<file path="src/rtl/adder_arbiter_rr.sv">
// Two-requester round-robin front end sharing one 4-bit adder.
// Operands are captured on accept, held CALC_CYCLES cycles on the adder, then the sum is registered.
module adder4 (
    input  logic [3:0] a,
    input  logic [3:0] b,
    output logic [4:0] s
);
    assign s = {1'b0, a} + {1'b0, b};
endmodule

module adder_arbiter_rr #(
    parameter int unsigned CALC_CYCLES = 1
) (
    input  logic       clk,
    input  logic       rst,
    input  logic       req0,
    input  logic [3:0] a0,
    input  logic [3:0] b0,
    input  logic       req1,
    input  logic [3:0] a1,
    input  logic [3:0] b1,
    output logic       gnt0,
    output logic       gnt1,
    output logic       done0,
    output logic       done1,
    output logic [4:0] s,
    output logic       busy
);
    typedef enum logic [1:0] {
        IDLE = 2'b00,
        CALC = 2'b01,
        RESP = 2'b10
    } state_t;

    localparam logic [3:0] CNT_INIT = 4'(CALC_CYCLES - 1);

    state_t     state_r, state_s;
    logic [3:0] opa_r, opa_s, opb_r, opb_s;
    logic [3:0] cnt_r, cnt_s;
    logic       last_r, last_s;
    logic       owner_r, owner_s;
    logic       win_s;
    logic       gnt0_r, gnt0_s, gnt1_r, gnt1_s;
    logic       done0_r, done0_s, done1_r, done1_s;
    logic       busy_r, busy_s;
    logic [4:0] s_r, s_s;
    logic [4:0] sum_s;

    adder4 u_adder (
        .a (opa_r),
        .b (opb_r),
        .s (sum_s)
    );

    // Next-state and next-output decode; last_r names the requester that must yield on a tie.
    always_comb begin
        state_s = state_r;
        opa_s   = opa_r;
        opb_s   = opb_r;
        cnt_s   = cnt_r;
        last_s  = last_r;
        owner_s = owner_r;
        win_s   = 1'b0;
        gnt0_s  = gnt0_r;
        gnt1_s  = gnt1_r;
        done0_s = 1'b0;
        done1_s = 1'b0;
        busy_s  = busy_r;
        s_s     = s_r;
        case (state_r)
            IDLE: begin
                if (req0 || req1) begin
                    if (req0 && req1) begin
                        win_s = ~last_r;
                    end else begin
                        win_s = req1;
                    end
                    owner_s = win_s;
                    last_s  = win_s;
                    opa_s   = win_s ? a1 : a0;
                    opb_s   = win_s ? b1 : b0;
                    cnt_s   = CNT_INIT;
                    gnt0_s  = ~win_s;
                    gnt1_s  = win_s;
                    busy_s  = 1'b1;
                    state_s = CALC;
                end else begin
                    state_s = IDLE;
                end
            end
            CALC: begin
                if (cnt_r == 4'd0) begin
                    s_s     = sum_s;
                    done0_s = ~owner_r;
                    done1_s = owner_r;
                    state_s = RESP;
                end else begin
                    cnt_s = cnt_r - 4'd1;
                end
            end
            RESP: begin
                gnt0_s  = 1'b0;
                gnt1_s  = 1'b0;
                busy_s  = 1'b0;
                state_s = IDLE;
            end
            default: begin
                gnt0_s  = 1'b0;
                gnt1_s  = 1'b0;
                busy_s  = 1'b0;
                state_s = IDLE;
            end
        endcase
    end

    // State and output registers; reset abandons any transaction in flight.
    always_ff @(posedge clk or posedge rst) begin
        if (rst) begin
            state_r <= IDLE;
            opa_r   <= 4'd0;
            opb_r   <= 4'd0;
            cnt_r   <= 4'd0;
            last_r  <= 1'b1;
            owner_r <= 1'b0;
            gnt0_r  <= 1'b0;
            gnt1_r  <= 1'b0;
            done0_r <= 1'b0;
            done1_r <= 1'b0;
            busy_r  <= 1'b0;
            s_r     <= 5'd0;
        end else begin
            state_r <= state_s;
            opa_r   <= opa_s;
            opb_r   <= opb_s;
            cnt_r   <= cnt_s;
            last_r  <= last_s;
            owner_r <= owner_s;
            gnt0_r  <= gnt0_s;
            gnt1_r  <= gnt1_s;
            done0_r <= done0_s;
            done1_r <= done1_s;
            busy_r  <= busy_s;
            s_r     <= s_s;
        end
    end

    assign gnt0  = gnt0_r;
    assign gnt1  = gnt1_r;
    assign done0 = done0_r;
    assign done1 = done1_r;
    assign busy  = busy_r;
    assign s     = s_r;
endmodule

</file>
<file path="config.mk">
export PLATFORM = sky130hd
export DESIGN_NAME = adder_arbiter_rr
export DESIGN_NICKNAME = d
export VERILOG_FILES = /design/src/rtl/adder_arbiter_rr.sv
export SDC_FILE = /design/constraint.sdc
export NUM_CORES = 1
export LEC_CHECK = 0
export CORE_ASPECT_RATIO = 0.8
export CORE_MARGIN = 5
export CORE_UTILIZATION = 44
export CTS_BUF_LIST = sky130_fd_sc_hd__clkbuf_16
export DETAILED_ROUTE_END_ITERATION = 6
export PLACE_DENSITY = 0.75
export SLEW_MARGIN = 10
export SYNTH_ARGS = -nofsm -noshare
export SYNTH_HDL_FRONTEND = slang
export SYNTH_SLANG_ARGS = --single-unit
</file>
<file path="constraint.sdc">
create_clock -name clk -period 1.8 [get_ports clk]
set_clock_uncertainty 0.2 [all_clocks]
set_input_delay 0.36 -clock clk [delete_from_list [all_inputs] [get_ports clk]]
set_output_delay 0.36 -clock clk [all_outputs]
set_load 0.02 [all_outputs]
</file>
==> key figures, run 1 <==
Run status
  • Status: complete, but fails checks
  • Failing checks: negative setup slack

GRT
  • Initial antenna violation count: 0
  • GRT Resource Usage Total: 15.5%
  • GRT overflow: 0
  • Global-route wire length before repair: just over 5000 µm
  • Vias in the first global route: 1120
  • Largest net degree at the start of global routing: 27

Timing
  • Final Hold Viols: 0
  • Final worst-path setup slack: -0.0658 ns
  • Fin crit share: 104%
  • Worst slew margin: 77.4%
  • Slew Viols, Final: 0
  • Worst-Margin Slew: 0.338 ns
  • RSZ-0062 raised after global routing: true
  • Peak Freq: 536 MHz
  • Tmin final: between 1.5 and 2 ns
  • Worst hold slack: 0.257 ns
  • Final setup vio count: 3

Synth
  • Area fraction in and, or, nand and nor cells after synthesis: ~16%
  • Cells after Synth: 116
  • Post-synthesis xor/xnor area fraction: 0.687%
  • Largest family of logic cells by synthesized area: compound AO/OA/AOI/OAI gates
  • Distinct cells, synth: 34
  • Ranking of synthesized cells by area: dfrtp_1, a221o_1, ha_1, and3_1, o21ai_0
  • Adder-Cell Fraction of Synth Area: under 10%
  • Seq cells post-synth: 26
  • Yosys warns: 0
  • Mux contribution to synthesized area: under 10%
  • Area share of the largest cell type after synthesis: 49.1%
  • Compound-Gate Fraction of Synth Area: 18.0%
  • Cell taking the most area after synthesis: dfrtp_1
  • Synthesized area: 1270 µm²
  • Seq/Total Area, Yosys: 51.1%
  • Syn Area/Cell: 11.0 µm²
  • Synth Net Count: between 100 and 150

Power
  • Power Density: 1830 nW/µm²
  • Static Leak: 0.873 nW
  • Peak supply drop: 981 µV
  • Total chip power: 3.34 mW

Clock tree
  • CTS tree: built
  • Latest clock arrival within the worst-skew pair: between 0.2 and 0.3 ns
  • # hold bufs at CTS: 0
  • Clock Path Buffers: 2
  • H-tree Lvls: 1
  • CTS Buf Count: 3
  • Clock transition at path regs: 0.06 ns
  • Sink Count: 26
  • CTS Root Cell: clkbuf_16

Place
  • I/O Buffers: 29
  • RD Place Congestion: 0.746
  • Post-DP Area: 1700 µm²
  • Detailed Place HPWL: 2290 µm

Die
  • Die Height: 58.1 µm
  • Core area: 2770 µm²
  • Std cell rows: 17
  • Initial Util: 46.1%
  • Die Wd: 70.2 µm
  • Die ar.: 4080 µm²
  • Ports: 30

Cells and area
  • Most frequent cells in the layout: clkdlybuf4s50_1, dfrtp_1, buf_4
  • Final net count: 188
  • Share of layout cells above drive strength 1: 20.0%
  • Final non-filler cell area: 1820 µm²
  • Antenna Diode Count: 0
  • P&R area growth vs syn: 42.9%
  • Most common cell after layout, fill and taps aside: clkdlybuf4s50_1

Setup path
  • Crit Path Class: register to register
  • Worst Path Max Fanout: 2
  • Critical Path End Type: register
  • CP required: 1.74 ns
  • CP Launch Type: register
  • Critical Path AT: roughly 1.8 ns

Run
  • Max cap viols: 0

Worst hold path
  • Worst min-delay path category: primary input to asynchronous set/reset pin

Routing
  • DRC Markers: 0
  • Final antenna-violating net count: 0
  • Total wire length: 2870 µm
  • Starting DRC count in detailed routing: 39
  • Drt first pass iters: 4
  • Per-cell routed wire length: 14.5 µm
  • Routed vias: ~1000
  • Vias per std cell: 5.24
==> flip-flops by register name, summed over array words and instances (netlist names) <==
name,count
done0,1
opa_r,4
cnt_r,4
s,5
owner_r,1
done1,1
gnt1,1
state_r,2
busy,1
opb_r,4
gnt0,1
last_r,1
==> final timing paths <==
kind	slack [ns]	cells after the start	endpoint	start
worst max-delay path	-0.07	5	cnt_r[1]	cnt_r[1]
worst min-delay path	0.26	3	cnt_r[0]	rst
worst max register to register	-0.07	5	cnt_r[1]	cnt_r[1]
worst min register to register	0.29	1	done0	owner_r
max in group asynchronous	0.84	3	last_r	rst
min in group clk	0.29	1	done0	owner_r
==> cells by family after synthesis <==
kind of cell / after synthesis
mux: 2
buf+inv: 17
fa+ha+maj: 7
compound gates: 31
simple gates: 32
xor+xnor: 1
flops: 26
==> cell type report <==
class	count	area, µm²
Timing Repair Buffer	44	412
Fill cell	230	943
Inverter	13	48.8
Tap cell	38	47.5
Clock buffer	3	75.1
Multi-Input combinational cell	73	583
Sequential cell	26	652
Clock inverter	1	3.75
==> through the flow <==
stage | setup TNS [ns] | std cells | setup slack, ns | utilization [%]
2_1_floorplan | -0.0429 | 116 | -0.0429 | -
4_1_cts | -0.152 | 198 | -0.0708 | 65.3
6_report | -0.0767 | 198 | -0.0658 | 65.9
3_3_place_gp | -1.99 | 192 | -0.172 | 61.3
5_1_grt | -0.326 | 198 | -0.104 | 65.9
3_5_place_dp | -2.68 | 192 | -0.205 | 61.3
==> power by group <==
part | switching [mW] | internal (mW) | total (mW)
clock network | 0.184 | 0.297 | 0.481
logic | 0.829 | 0.948 | 1.78
registers | 0.208 | 0.873 | 1.08
==> repair_timing <==
| action | CTS | global route |
|---|---|---|
| endpoints found under the setup margin | 6 | 10 |
| resized for setup | 5 | 7 |
| pin swaps | 2 | 3 |
| buffers inserted | 2 | 0 |
==> synthesized netlist by cell type <==
| library cell | number |
|---|---|
| fa_1 | 1 |
| nor3b_1 | 1 |
| a22o_4 | 1 |
| a221o_1 | 8 |
| nand2_1 | 2 |
| nand3_1 | 3 |
| or2b_2 | 1 |
| mux2_2 | 1 |
| nor2b_2 | 1 |
| nor2_1 | 3 |
| and3_1 | 10 |
| xor2_1 | 1 |
| nor2b_1 | 1 |
| or2_2 | 1 |
| dfrtp_1 | 25 |
| nand2b_1 | 2 |
| a21boi_0 | 2 |
| or3b_4 | 1 |
| a21oi_1 | 4 |
| nand3b_1 | 1 |
| mux2_4 | 1 |
| ha_1 | 6 |
| o21ai_0 | 10 |
| or4_1 | 1 |
| nand4_1 | 1 |
| or3_1 | 2 |
| inv_1 | 13 |
| a22o_1 | 2 |
| a31oi_1 | 1 |
| clkbuf_1 | 4 |
| dfstp_2 | 1 |
| o31ai_1 | 1 |
| o211ai_1 | 2 |
| and3b_1 | 1 |
==> critical path, stage by stage (launching register included) <==
cell     delay, ns
dfrtp_1       0.39
inv_2         0.08
ha_4          0.13
or3b_4        0.39
a22o_4        0.27
mux2_4        0.30
==> routing by layer <==
layer	part of all wire (%)	wire length, µm	GRT usage, %	vias up
met5	0	0	0	-
met4	0.52	15	2.46	0
met3	5.6	160	6.07	4
met2	51	1460	28.0	29
met1	43	1230	17.9	496
li1	-	-	-	509
Note: power is estimated with default switching activity, not from simulation.
==> run 2: changes to the inputs <==
Settings changed: CORE_ASPECT_RATIO 0.8 to not set.
==> key figures, run 2 (synthesis results as in run 1) <==
Run status
  • Status: complete, but fails checks
  • Failing checks: negative setup slack

Timing
  • Worst slew margin: 77.4% (about the same)
  • Peak Freq: 540 MHz (+0.71%)
  • Final setup TNS: -0.0983 ns (-0.0216 ns)
  • Tmin final: 1.85 ns (-0.0132 ns)
  • Worst hold slack: 0.238 ns (-0.0192 ns)
  • Slew Viols, Final: 0 (unchanged)
  • Final setup vio count: 3 (unchanged)
  • Final Hold Viols: 0 (unchanged)
  • RSZ-0062 raised after global routing: true
  • Worst-Margin Slew: 0.338 ns (-0.000100 ns)
  • Fin crit share: 103% (-0.73 points)
  • Final worst-path setup slack: -0.0525 ns (+0.0132 ns)

Power
  • Power Density: 1830 nW/µm² (about the same)
  • Peak supply drop: 1230 µV (+26%)
  • Static Leak: 0.900 nW (+3.1%)

Clock tree
  • CTS Root Cell: clkbuf_16
  • H-tree Lvls: 1 (unchanged)
  • Clock transition at path regs: 0.06 ns (about the same)
  • # hold bufs at CTS: 0 (unchanged)
  • CTS Buf Count: 3 (unchanged)
  • Sink Count: 26 (unchanged)
  • CTS tree: built
  • Latest clock arrival within the worst-skew pair: 0.26 ns (about the same)
  • Clock Path Buffers: 2 (unchanged)

Setup path
  • CP Launch Type: register
  • Slowest stage delay, CP: 0.40 ns (about the same)
  • Slowest-stage cell, CP: dfrtp_1
  • CP required: 1.75 ns (about the same)
  • Crit Path Class: register to register
  • CP bufs+invs: 1 (unchanged)
  • CP top delay family: flip-flops
  • Critical Path End Type: register
  • Cell Chain, Critical Path: inv_2 -> ha_4 -> or3b_4 -> a22o_4 -> mux2_4
  • Worst Path Max Fanout: 2 (unchanged)
  • Critical Path AT: 1.80 ns (about the same)

Die
  • Initial Util: 46.2% (+0.13 points)
  • Std cell rows: 19 (+2)
  • Die ar.: 4070 µm² (-0.16%)
  • Core area: 2760 µm² (-0.27%)
  • Ports: 30 (unchanged)
  • Die Height: 63.8 µm (+9.8%)
  • Die Wd: 63.8 µm (-9.1%)

Routing
  • Routed vias: 1026 (-1.2%)
  • DRC Markers: 0 (unchanged)
  • Starting DRC count in detailed routing: 37 (-5.1%)
  • Vias per std cell: 5.37 (+2.5%)
  • Per-cell routed wire length: 14.4 µm (-0.46%)
  • Total wire length: 2750 µm (-4.0%)
  • Drt first pass iters: 4 (unchanged)
  • Final antenna-violating net count: 0 (unchanged)

Cells and area
  • FILL cells: 225 (-2.2%)
  • Final net count: 188 (unchanged)
  • Most frequent cells in the layout: dfrtp_1, clkdlybuf4s50_1, buf_4
  • Antenna Diode Count: 0 (unchanged)
  • Largest register FFs: 5 (unchanged)
  • Most common cell after layout, fill and taps aside: dfrtp_1
  • Multi-input gate area: 581 µm² (-0.43%)
  • Share of layout cells above drive strength 1: 19.4% (-0.63 points)
  • P&R area growth vs syn: 42.3%
  • Core Util, Final: 65.8% (-0.093 points)
  • Reg area: 652 µm² (unchanged)

GRT
  • Global-route wire length before repair: 4950 µm (-1.9%)
  • GRT Resource Usage Total: 14.8% (-0.67 points)
  • Initial antenna violation count: 0 (unchanged)
  • GRT overflow: 0 (unchanged)
  • Largest net degree at the start of global routing: 27 (unchanged)
  • Vias in the first global route: 1164 (+3.9%)

Place
  • Detailed Place HPWL: 2120 µm (-7.3%)
  • Pre-CTS setup slack: -0.211 ns (-0.00597 ns)
  • RD Place Congestion: 0.766 (+2.7%)
  • I/O Buffers: 29 (unchanged)

Run
  • Max cap viols: 0 (unchanged)

Worst hold path
  • Worst min-delay path category: primary input to asynchronous set/reset pin
==> run 2: power by group <==
part | switching (mW) | total (mW) | leakage, nW | internal [mW]
clock | 0.193 | 0.490 | 0.0385 | 0.297
combinational | 0.827 | 1.76 | 0.541 | 0.933
sequential | 0.200 | 1.07 | 0.321 | 0.872
==> run 2: path summary, 6_finish.rpt <==
| path | slack (ns) | start | endpoint | cells past startpoint |
|---|---|---|---|---|
| max | -0.05 | cnt_r[1] | cnt_r[1] | 5 |
| min | 0.24 | rst | cnt_r[0] | 3 |
| max reg2reg | -0.05 | cnt_r[1] | cnt_r[1] | 5 |
| min reg2reg | 0.28 | owner_r | done0 | 1 |
| max in group asynchronous | 0.87 | rst | last_r | 3 |
| min in group clk | 0.28 | owner_r | done0 | 1 |
==> run 2: metal layers <==
layer  part of all wire, %  vias to the layer above  global-route usage, %  routed length, µm
met5                     0                        -                      0                  0
met3                   5.2                        5                   4.20                143
li1                      -                      507                      -                  -
met2                    50                       29                   24.6               1360
met1                    44                      485                   17.8               1210
met4                   1.4                        0                   6.49                 39
==> run 2: metrics by stage <==
| step | instances | total power, mW | cell area [µm²] |
|---|---|---|---|
| detailed placement | 186 | 2.76 | 1690 |
| global route | 191 | 3.58 | 1810 |
| CTS | 191 | 3.33 | 1790 |
| floorplan | 116 | 2.08 | 1270 |
| finish | 191 | 3.32 | 1810 |
| global placement | 186 | 2.68 | 1690 |
==> run 2: tightest hold or removal path: stages <==
cell	delay, ns
clkdlybuf4s50_1	0.39
inv_1	0.05
buf_4	0.30
==> run 2: what timing repair did <==
| action | 4_1_cts | 5_1_grt |
|---|---|---|
| endpoints found under the setup margin | 5 | 20 |
| endpoints found under the hold margin | 0 | 0 |
| gates cloned | 0 | 0 |
| gates resized for setup | 4 | 10 |
| buffers inserted | 1 | 0 |
| pin swaps | 1 | 1 |
==> run 2: area by class of cell <==
type	instances	share of cell area, %
Inverter	13	2.69
Timing Repair Buffer	44	22.9
Multi-Input combinational cell	73	32.0
Clock buffer	3	4.14
Tap cell	31	2.14
Sequential cell	26	35.9
Clock inverter	1	0.207
